<file path="src/rtl/mult_div_unit_if.sv">
// Handshake and operand/result bundle between the control unit and mult_div_unit.
// The control unit drives the master side; the multiply/divide unit is the slave.
interface mult_div_unit_if #(
  parameter int WIDTH = 32
);
  logic             start;
  logic             op;
  logic             op_unsigned;
  logic [WIDTH-1:0] a;
  logic [WIDTH-1:0] b;
  logic             busy;
  logic             done;
  logic             div_zero;
  logic [WIDTH-1:0] hi;
  logic [WIDTH-1:0] lo;

  modport master (
    output start, op, op_unsigned, a, b,
    input  busy, done, div_zero, hi, lo
  );

  modport slave (
    input  start, op, op_unsigned, a, b,
    output busy, done, div_zero, hi, lo
  );
endinterface

</file>
<file path="src/rtl/mult_div_unit.sv">
// Multi-cycle radix-2 signed multiply/divide unit owning the HI/LO registers.
// Define MULTDIV_UNSIGNED_EN to honour op_unsigned (multu/divu); otherwise every op is signed.
module mult_div_unit #(
  parameter int WIDTH = 32
) (
  input logic          clock,
  input logic          reset,
  mult_div_unit_if.slave bus
);
  localparam int CW = $clog2(WIDTH);

  typedef enum logic [1:0] {IDLE, RUN, FIX} stateT;

  stateT            state, nextState;
  logic [CW-1:0]    count;
  logic             isDiv, zeroFlag, negResult, negRem;
  logic [WIDTH-1:0] operand, accHi, accLo;
  logic [WIDTH-1:0] hiReg, loReg;
  logic             doneReg, divZeroReg;

  logic             isUnsigned, signA, signB;
  logic [WIDTH-1:0] absA, absB;
  logic [WIDTH:0]   addSum, shifted;
  logic [WIDTH-1:0] diff, stepHi, stepLo;
  logic             fits;
  logic [2*WIDTH-1:0] product;

`ifdef MULTDIV_UNSIGNED_EN
  assign isUnsigned = bus.op_unsigned;
`else
  logic unusedOpUnsigned;
  assign unusedOpUnsigned = bus.op_unsigned;
  assign isUnsigned       = 1'b0;
`endif

  // MIN negates to itself, which read as unsigned is exactly 2^(WIDTH-1).
  assign signA = bus.a[WIDTH-1] & ~isUnsigned;
  assign signB = bus.b[WIDTH-1] & ~isUnsigned;
  assign absA  = signA ? -bus.a : bus.a;
  assign absB  = signB ? -bus.b : bus.b;

  assign product = {accHi, accLo};

  // One iteration: shift-add for multiply, restoring subtract for divide.
  always_comb begin
    // NOTE: every always_comb output gets a default first so no path infers a latch.
    stepHi  = accHi;
    stepLo  = accLo;
    addSum  = {1'b0, accHi} + (accLo[0] ? {1'b0, operand} : '0);
    shifted = {accHi, accLo[WIDTH-1]};
    fits    = (shifted >= {1'b0, operand});
    diff    = shifted[WIDTH-1:0] - operand;
    if (isDiv) begin
      stepHi = fits ? diff : shifted[WIDTH-1:0];
      stepLo = {accLo[WIDTH-2:0], fits};
    end else begin
      stepHi = addSum[WIDTH:1];
      stepLo = {addSum[0], accLo[WIDTH-1:1]};
    end
  end

  always_comb begin
    nextState = state;
    unique case (state)
      IDLE:    if (bus.start) nextState = (bus.op && bus.b == '0) ? FIX : RUN;
      RUN:     if (count == '0) nextState = FIX;
      FIX:     nextState = IDLE;
      default: nextState = IDLE;
    endcase
  end

  // NOTE: sequential state uses non-blocking assignments so all registers update together.
  always_ff @(posedge clock) begin
    if (reset) state <= IDLE;
    else       state <= nextState;
  end

  // NOTE: the iteration registers carry no reset; they are always loaded before being read.
  always_ff @(posedge clock) begin
    unique case (state)
      IDLE: if (bus.start) begin
        isDiv     <= bus.op;
        zeroFlag  <= bus.op && (bus.b == '0);
        negResult <= signA ^ signB;
        negRem    <= signA;
        operand   <= absB;
        accHi     <= '0;
        accLo     <= absA;
        count     <= CW'(WIDTH - 1);
      end
      RUN: begin
        accHi <= stepHi;
        accLo <= stepLo;
        count <= count - 1'b1;
      end
      default: ;
    endcase
  end

  always_ff @(posedge clock) begin
    if (reset) begin
      hiReg      <= '0;
      loReg      <= '0;
      doneReg    <= 1'b0;
      divZeroReg <= 1'b0;
    end else begin
      doneReg    <= 1'b0;
      divZeroReg <= 1'b0;
      if (state == FIX) begin
        doneReg <= 1'b1;
        if (zeroFlag) begin
          divZeroReg <= 1'b1;
        end else if (isDiv) begin
          loReg <= negResult ? -accLo : accLo;
          hiReg <= negRem ? -accHi : accHi;
        end else begin
          {hiReg, loReg} <= negResult ? -product : product;
        end
      end
    end
  end

  assign bus.busy     = (state != IDLE);
  assign bus.done     = doneReg;
  assign bus.div_zero = divZeroReg;
  assign bus.hi       = hiReg;
  assign bus.lo       = loReg;
endmodule
</file>
<file path="src/flat_wrapper.sv">
// flat-port wrapper written by rule: the top's interface ports become plain ports
module mult_div_unit_flat 
#(
  parameter int WIDTH = 32
)
  (clock, reset, bus_start, bus_op, bus_op_unsigned, bus_a, bus_b, bus_busy, bus_done, bus_div_zero, bus_hi, bus_lo);
  mult_div_unit_if #(.WIDTH(WIDTH)) bus_i ();
  input logic clock;
  input logic reset;
  input wire logic [$bits(bus_i.start)-1:0] bus_start;
  input wire logic [$bits(bus_i.op)-1:0] bus_op;
  input wire logic [$bits(bus_i.op_unsigned)-1:0] bus_op_unsigned;
  input wire logic [$bits(bus_i.a)-1:0] bus_a;
  input wire logic [$bits(bus_i.b)-1:0] bus_b;
  output wire logic [$bits(bus_i.busy)-1:0] bus_busy;
  output wire logic [$bits(bus_i.done)-1:0] bus_done;
  output wire logic [$bits(bus_i.div_zero)-1:0] bus_div_zero;
  output wire logic [$bits(bus_i.hi)-1:0] bus_hi;
  output wire logic [$bits(bus_i.lo)-1:0] bus_lo;
  assign bus_i.start = bus_start;
  assign bus_i.op = bus_op;
  assign bus_i.op_unsigned = bus_op_unsigned;
  assign bus_i.a = bus_a;
  assign bus_i.b = bus_b;
  assign bus_busy = bus_i.busy;
  assign bus_done = bus_i.done;
  assign bus_div_zero = bus_i.div_zero;
  assign bus_hi = bus_i.hi;
  assign bus_lo = bus_i.lo;
  mult_div_unit #(.WIDTH(WIDTH)) u_core (.clock(clock), .reset(reset), .bus(bus_i));
endmodule
</file>
<file path="config.mk">
export PLATFORM = sky130hd
export DESIGN_NAME = mult_div_unit_flat
export DESIGN_NICKNAME = d
export VERILOG_FILES = /design/src/rtl/mult_div_unit_if.sv /design/src/rtl/mult_div_unit.sv /design/src/flat_wrapper.sv
export SDC_FILE = /design/constraint.sdc
export NUM_CORES = 1
export LEC_CHECK = 0
export CORE_UTILIZATION = 25
export DETAILED_ROUTE_END_ITERATION = 12
export HOLD_SLACK_MARGIN = 0.05
export PLACE_DENSITY = 0.48
export SLEW_MARGIN = 20
export SYNTH_ARGS = -nofsm -noshare
export SYNTH_HDL_FRONTEND = slang
export SYNTH_SLANG_ARGS = --single-unit
</file>
<file path="constraint.sdc">
create_clock -name clock -period 4.75 [get_ports clock]
set_input_delay 0.7125 -clock clock [delete_from_list [all_inputs] [get_ports clock]]
set_output_delay 0.7125 -clock clock [all_outputs]
set_load 0.02 [all_outputs]
</file>
After elaboration in Yosys (flattened, before gate mapping). Index checks and enable logic that the tools add are counted.

Output and inout bits: 67. Flip-flop bits (word level): 173.

Mux-type cells: 23. Reduce and logical (&&, ||, !) cells: 11. Add/subtract/negate cells: 8. Bitwise operators: 3. Order comparisons: 1. Equality and inequality tests: 4.

Operators by type and width (number): 2-to-1 mux 32 bit (11); negation 32 bit (4); one-hot mux 32 bit (2 select lines) (2); 2-to-1 mux 64 bit (1); negation 64 bit (1); adder 32 x 33 -> 33 bit (1); >= comparator 33 x 32 -> 1 bit (1); zero test 32 bit (1); subtractor 32 bit (1); 2-to-1 mux 31 bit (1); one-hot mux 5 bit (2 select lines) (1); AND reduction 2 bit (4); 2-to-1 mux 2 bit (3); zero test 5 bit (1); 2-to-1 mux 5 bit (1); subtractor 5 x 1 -> 5 bit, second input constant (1); one-hot mux 2 bit (2 select lines) (1); nonzero test 2 bit (2); == test 2 x 1 -> 1 bit, second input constant (1); == test 2 bit, second input constant (1); zero test 2 bit (1); 2-to-1 mux 1 bit (2); inequality test 2 x 1 -> 1 bit, second input constant (1); inequality test 2 bit, second input constant (1); other kinds (4) (5).

Depth between registers and ports, before layout. Gate-level depths: netlist (run 1).

Word-level depth: 5. Gate-level depth with buffers: 15. Gate-level depth less buffers: 14.

Least setup slack after synthesis (run 1). Ideal clock, no wire load.

Path kind: input port to flip-flop. From: input port bus_start. To: register u_core.accHi[0], enable pin. Cell stages on the path: 2. Data arrival time: 3.647 ns. Setup slack: 0.605 ns. Required time: 4.253 ns. Path through: nor2_1 > nor2_1.

Cells in the longest elaborated chain, start to end: 2.

Ends and longest elaborated chain: from (decl) (line flat_wrapper.sv:10) `input wire logic [$bits(bus_i.start)-1:0] bus_start;`; inequality test 2 bit (no line); AND reduction 2 bit (no line); to (signal assigned) (line mult_div_unit.sv:92) `accHi <= stepHi;`; to (decl) (line mult_div_unit.sv:17) `logic [WIDTH-1:0] operand, accHi, accLo;`.

No other way between the ends. A chain may end at the register's enable or synchronous reset.

Final worst setup path (run 1).
From: register u_core.accLo[31]. To: register u_core.accHi[30], data pin.

Cells in the longest elaborated chain, start to end: 4. Elaborated cells on any way between the ends: 5. Classes of those cells: add/sub (1); order compare (1); mux (3).

Ends and longest elaborated chain: from (decl) (line mult_div_unit.sv:17); from (signal assigned) (line mult_div_unit.sv:88) `accLo <= absA;`; from (signal assigned) (line mult_div_unit.sv:93) `accLo <= stepLo;`; subtractor 32 bit / >= comparator 33 x 32 -> 1 bit (equally long branches) (line mult_div_unit.sv:52, mult_div_unit.sv:51); 2-to-1 mux 32 bit * (line mult_div_unit.sv:54) `stepHi = fits ? diff : shifted[WIDTH-1:0];`; 2-to-1 mux 32 bit * (line mult_div_unit.sv:53) `if (isDiv) begin`; one-hot mux 32 bit (2 select lines) * (line mult_div_unit.sv:80) `unique case (state)`.

Every way passes the cells marked *; elsewhere a longest branch is shown, timed or not.

==> results of run 1 <==
-- cell type report --
type	count	area [um^2]
timing repair buffer	164	1580
inverter	59	221
clock buffer	21	493
clock inverter	11	90.1
antenna	2	5.00
tap	672	841
fill	5280	34900
multi-input combinational	1221	7950
sequential	173	4510
-- cell usage in the layout (no fill, tap or decap), types with 7 or more instances in the layout --
master / synthesis / layout
nor2b_1: 9 / 8
and3_1: 13 / 13
or2_2: 7 / 7
ha_1: 69 / 69
or3_1: 28 / 28
nand2_1: 127 / 127
o21ai_1: 9 / 9
inv_1: 57 / 57
nand4_1: 12 / 12
o41ai_1: 12 / 12
a211oi_1: 65 / 65
clkdlybuf4s50_1: 0 / 132
dfxtp_1: 68 / 68
nor4_1: 9 / 9
a21oi_1: 137 / 137
clkbuf_16: 0 / 19
xor2_1: 60 / 60
nor2_1: 200 / 197
o21ai_0: 87 / 87
o21bai_1: 12 / 12
a21o_1: 28 / 28
buf_4: 0 / 28
o31ai_1: 30 / 30
nand2b_1: 10 / 9
o211ai_1: 16 / 16
nand3_1: 21 / 21
a31oi_1: 15 / 15
or4_1: 11 / 11
edfxtp_1: 105 / 105
mux2i_1: 33 / 33
xnor2_1: 112 / 112
nor3_1: 21 / 21
-- per-layer routing --
layer | global-route usage (%) | vias up | share of wire, %
met5 | 0 | - | 0
met4 | 4.46 | 0 | 1.2
met3 | 2.32 | 27 | 4.6
met2 | 22.9 | 276 | 44
met1 | 22.0 | 5572 | 51
li1 | - | 5802 | -
-- worst min-delay path: stages, from the launching register on --
cell     delay (ns)
dfxtp_1        0.31
nand2_1        0.05
a21oi_1        0.05
-- registers in the layout (all words and copies together), names as in the netlist, 2 cells and up --
| register | cells |
|---|---|
| u_core.bus.hi | 32 |
| u_core.bus.lo | 32 |
| u_core.accLo | 32 |
| u_core.accHi | 32 |
| u_core.state | 2 |
| u_core.count | 5 |
| u_core.operand | 32 |
-- power groups by stage --
| stage | registers (uW) | clock network [uW] | logic [uW] |
|---|---|---|---|
| final | 2010 | 1430 | 2010 |
| after global routing | 2030 | 1530 | 2230 |
| after CTS | 2010 | 1490 | 2000 |
| after detailed placement | 2040 | 0 | 1990 |
| after global placement | 2030 | 0 | 1980 |
| after floorplan | 1970 | 0 | 1390 |
-- cell families after synthesis --
family          after synthesis  synth area share, %
compound gates              455                 22.4
xor+xnor                    172                 11.6
fa+ha+maj                    71                 6.99
buf+inv                     130                 3.84
flops                       173                 34.9
mux                          33                 2.55
simple gates                490                 17.6
-- per-stage QoR --
| step | utilization (%) | power (uW) | worst slack [ns] |
|---|---|---|---|
| 2_1_floorplan | - | 3370 | 0.605 |
| 3_3_place_gp | 29.8 | 4020 | 0.527 |
| 3_5_place_dp | 29.8 | 4030 | 0.466 |
| 4_1_cts | 31.0 | 5500 | 0.441 |
| 5_1_grt | 31.0 | 5790 | 0.214 |
| 6_report | 31.0 | 5450 | 0.392 |
-- cells in the mapped netlist (4+ instances only) --
library cell / n
nor2_1: 200
a21oi_1: 137
nand2_1: 127
xnor2_1: 112
edfxtp_1: 105
o21ai_0: 87
ha_1: 69
dfxtp_1: 68
a211oi_1: 65
xor2_1: 60
inv_1: 57
clkbuf_1: 54
mux2i_1: 33
o31ai_1: 30
a21o_1: 28
or3_1: 28
nand3_1: 21
nor3_1: 21
o211ai_1: 16
a31oi_1: 15
buf_1: 15
and3_1: 13
nand4_1: 12
o21bai_1: 12
o41ai_1: 12
or4_1: 11
nand2b_1: 10
nor2b_1: 9
nor4_1: 9
o21ai_1: 9
or2_2: 7
and2_1: 6
o21a_1: 6
a311oi_1: 5
a2111oi_0: 4
o22ai_1: 4
or4_4: 4
-- worst paths after layout --
path / start / to / slack, ns / depth (start not counted)
worst max-delay path: u_core.accLo[31]$_DFFE_PP_ / u_core.accHi[30]$_SDFFCE_PN0P_ / 0.39 / 14
worst min-delay path: u_core.bus.lo[11]$_SDFFE_PP0P_ / u_core.bus.lo[11]$_SDFFE_PP0P_ / 0.46 / 2
worst max register to register: u_core.accLo[31]$_DFFE_PP_ / u_core.accHi[30]$_SDFFCE_PN0P_ / 0.39 / 14
worst min register to register: u_core.bus.lo[11]$_SDFFE_PP0P_ / u_core.bus.lo[11]$_SDFFE_PP0P_ / 0.46 / 2
==> results.cfg, run 1 <==
[synthesis]
ys_ff_latch = 173
synth_area_um2 = 12900
synth_edf_count = 105
synthTopCellsByArea = edfxtp_1 24%, dfxtp_1 11%, xnor2_1 7.6%, ha_1 6.7%, nor2_1 5.8%
ys_seq_area_share_pct = 34.9
async_flop_share_pct = 0
syn_nets = 1664
syn_inst = 1524
syn_avg_cell_area_um2 = 8.49
synth_top_area_cell = edfxtp_1
synth_warnings = 0
synth_top_area_share_pct = 24.4
yosysUniqueCellTypes = 66
synth_ff_type = edfxtp_1

[power]
powerDensity_nw_per_um2 = 347
p_sw_share_pct = 38.2
leakage_uw = 0.00579
p_comb_share_pct = 36.9
p_clk_share_pct = 26.3
ir_drop_mv = 0.288
switchingPower_uw = 2080
seqPwrFrac_pct = 36.8
internal_power_uw = 3370

[critical_path]
start_kind = flop
critPathBufInv = 3
arrival_ns = 4.59
worstPathRequired_ns = 4.98
crit_slowest_cell = a211oi_1
slowest_delay_ns = 0.58
critPathMaxFanout = 5
crit_path_end_kind = flop
crit_family = compound AO/OA/AOI/OAI gates
path_cells = inv_1 > ha_1 > inv_1 > fa_1 > nand3_1 > a21oi_1 > o41ai_1 > buf_4 > a211oi_1 > a211oi_1 > o21ai_0 > a311o_1 > a41o_1 > o221a_2
path_class = reg2reg

[route]
drc = 0
via_per_inst = 5.03
first_pass_iters = 5
routedWlPerCell_um = 17.4
num_vias = 11677
drt-initial-drc-count = 810
postRouteWirelength_um = 40500
antenna_left = 0

[layout]
drive_gt1_share_pct = 5.46
final_area_um2 = 15700
fin_cells = 2323
area_growth_pct = 21.4
fin_nets = 1776

[grt]
grt_start_max_net_pins = 65
grt_pass1_vias = 10905
antenna_found_initial = 1
overflow = 0
track_usage_pct = 15.2
grt_pass1_wl_um = 62600

[placement]
place_congestion = 0.899
post-dp-hpwl_um = 31200
port_buffers = 134
dp.cells = 2288
dpl_cell_area_um2 = 15100

[sta]
hold_viol = 0
final.min_clock_period_ns = 4.36
drv_slew = 0
relSlewSlack_pct = 36.6
setup_viol_count_final = 0
whs_ns = 0.458
tns_ns = 0
finalCritPeriodShare_pct = 91.7
finClkSkew_ns = 0.0132
rsz0062_at_grt = no
max_freq_ghz = 0.229
tightest_slew_ns = 0.952

[floorplan]
rows = 82
core_um2 = 50600
start_util_pct = 25.6
die_x_um = 229
die_y_um = 229
pin_count = 136
fp.dieArea_um2 = 52600

[cts]
insertion_delay_ns = 0.47
cts-root-buf = clkbuf_16
cts.repair.resized = 0
path_clk_slew_ns = 0.08
cts_buffers = 17
cts.sinks = 173
cts_setup_buffers = 0
ctsHoldBuffers = 0
htreeDepth = 4
clockBufferDepth = 2
cts_tree = built

[run_status]
status = completed

[job]
drv_cap = 0

[hold_path]
worstHoldPathType = reg2reg
(Power assumes the default switching activity.)
==> inputs of run 2 (changes only) <==
--- a/config.mk
+++ b/config.mk
@@ -6,7 +6,9 @@
 export NUM_CORES = 1
 export LEC_CHECK = 0
 export CORE_UTILIZATION = 25
+export CTS_CLUSTER_DIAMETER = 30
 export DETAILED_ROUTE_END_ITERATION = 12
+export GPL_ROUTABILITY_DRIVEN = 0
 export HOLD_SLACK_MARGIN = 0.05
 export PLACE_DENSITY = 0.48
 export SLEW_MARGIN = 20
==> run 2 against run 1 <==
  * Sequential share of layout area hardly changed
  * Highest routed layer unchanged
  * Largest cell class unchanged
  * Largest power group is now combinational logic
  * Global-route usage is 0.34 points higher
  * Combinational power is essentially flat
==> results.cfg, run 2 (synthesis results as in run 1) <==
[grt]
grt_start_max_net_pins = 66
track_usage_pct = 15.5
antenna_found_initial = 1
overflow = 0
grt_pass1_vias = 10997
grt_pass1_wl_um = 63200

[power]
power_uw = 5430
p_comb_share_pct = 37.6
seqPwrFrac_pct = 36.4
powerDensity_nw_per_um2 = 346
internal_power_uw = 3380
leakage_uw = 0.00581
ir_drop_mv = 0.316
p_sw_share_pct = 37.8
p_clk_share_pct = 26.0
switchingPower_uw = 2050

[critical_path]
startpoint = u_core.accLo[0]$_DFFE_PP_
r2r-end = u_core.accHi[31]$_SDFFCE_PN0P_
arrival_ns = 4.30
path_class = reg2reg
critPathMaxFanout = 7
slowest_delay_ns = 0.60
crit_family = compound AO/OA/AOI/OAI gates
worstPathRequired_ns = 4.95
crit_slowest_cell = edfxtp_1
path_cells = and2_1 > ha_1 > fa_1 > a211oi_1 > o211ai_1 > a2111oi_0 > o31ai_1 > nand3_1 > nand3_1 > a31oi_1 > nor2_1 > a2111oi_0 > a211oi_1
critical_path_depth = 13
r2r_start = u_core.accLo[0]$_DFFE_PP_
start_kind = flop
critPathBufInv = 0
crit_end = u_core.accHi[31]$_SDFFCE_PN0P_
r2r_slack_ns = 0.65
crit_path_end_kind = flop
reg2regPathDepth = 13

[layout]
final_cell_mix = 197 x nor2_1, 137 x a21oi_1, 132 x clkdlybuf4s50_1, 127 x nand2_1, 112 x xnor2_1
final_common_cell = nor2_1
drive_gt1_share_pct = 5.62
fin_nets = 1781
area_growth_pct = 21.6

[floorplan]
fp.dieArea_um2 = 52600
core_um2 = 50600
start_util_pct = 25.6
rows = 82
die_x_um = 229
pin_count = 136
die_y_um = 229

[hold_path]
worstHoldPathType = reg2reg

[run_status]
status = completed

[sta]
tns_ns = 0
max_freq_ghz = 0.244
rsz0062_at_grt = no
hold_viol = 0
setup_slack_ns = 0.653
finalCritPeriodShare_pct = 86.3
relSlewSlack_pct = 38.3
finClkSkew_ns = 0.0151
final.min_clock_period_ns = 4.10
drv_slew = 0
setup_viol_count_final = 0
tightest_slew_ns = 0.923

[route]
routedWlPerCell_um = 17.4
drc = 0
via_per_inst = 4.97
drt-initial-drc-count = 726
num_vias = 11556
postRouteWirelength_um = 40400
first_pass_iters = 5
antenna_left = 0

[cts]
cts.repair.resized = 0
insertion_delay_ns = 0.49
cts_tree = built
cts-root-buf = clkbuf_16
cts_buffers = 17
path_clk_slew_ns = 0.07
cts_setup_buffers = 0
htreeDepth = 4
ctsHoldBuffers = 0
clockBufferDepth = 2
cts.sinks = 173

[placement]
place_ws_ns = 0.521
post-dp-hpwl_um = 31100
port_buffers = 134

[job]
drv_cap = 0
## run 2: changes by cell type in the layout (fill, tap and decap cells not counted), sizes merged
| cell | previous run | this run |
|---|---|---|
| inv | 66 | 58 |
| buf | 32 | 37 |
| clkinv | 4 | 9 |
| clkbuf | 21 | 24 |
| diode | 2 | 1 |
## run 2: power by group through the flow
stage	registers (uW)	logic, uW	clock network, uW
2_1_floorplan	1970	1390	0
3_3_place_gp	2010	2020	0
3_5_place_dp	2010	2030	0
4_1_cts	1980	2030	1460
5_1_grt	2000	2270	1520
6_report	1980	2040	1410
## run 2: how the worst min path moves through the flow
stage	endpoint	start	depth (start not counted)
global placement	u_core.bus.hi[11]$_SDFFE_PP0P_	u_core.bus.hi[11]$_SDFFE_PP0P_	2
finish	u_core.bus.lo[11]$_SDFFE_PP0P_	u_core.bus.lo[11]$_SDFFE_PP0P_	2
floorplan	u_core.bus.div_zero$_SDFF_PP0_	u_core.zeroFlag$_DFFE_PP_	1
CTS	u_core.bus.lo[13]$_SDFFE_PP0P_	u_core.bus.lo[13]$_SDFFE_PP0P_	2
detailed placement	u_core.bus.lo[13]$_SDFFE_PP0P_	u_core.bus.lo[13]$_SDFFE_PP0P_	2
global route	u_core.bus.lo[13]$_SDFFE_PP0P_	u_core.bus.lo[13]$_SDFFE_PP0P_	2
## run 2: stage by stage
step / hold WS, ns / util, % / std cells / instance area (um^2)
after detailed placement: 0.449 / 29.9 / 2293 / 15100
after floorplan: 0.465 / - / 1524 / 12900
after CTS: 0.457 / 31.0 / 2325 / 15700
after global placement: 0.447 / 29.9 / 2293 / 15100
final: 0.453 / 31.1 / 2327 / 15700
after global routing: 0.485 / 31.1 / 2327 / 15700
## run 2: worst reg2reg max path, stage by stage (launching register included)
cell and delay, ns:
edfxtp_1 0.60, and2_1 0.24, ha_1 0.23, fa_1 0.44, a211oi_1 0.37, o211ai_1 0.23, a2111oi_0 0.44, o31ai_1 0.25
nand3_1 0.14, nand3_1 0.11, a31oi_1 0.28, nor2_1 0.08, a2111oi_0 0.30, a211oi_1 0.09
## run 2: final cells by class
class | instances | area [um^2]
timing repair buffer | 169 | 1620
clock inverter | 8 | 56.3
clock buffer | 24 | 514
inverter | 59 | 221
sequential | 173 | 4510
tap | 672 | 841
multi-input combinational | 1221 | 7950
antenna | 1 | 2.50
fill | 5334 | 34900
## run 2: routing by layer
layer / track usage [%] / wire [um] / vias to the layer above
met1: 22.3 / 20300 / 5451
met3: 3.45 / 2270 / 28
met5: 0 / 0 / -
met2: 22.9 / 17400 / 275
met4: 4.38 / 455 / 0
li1: - / - / 5802
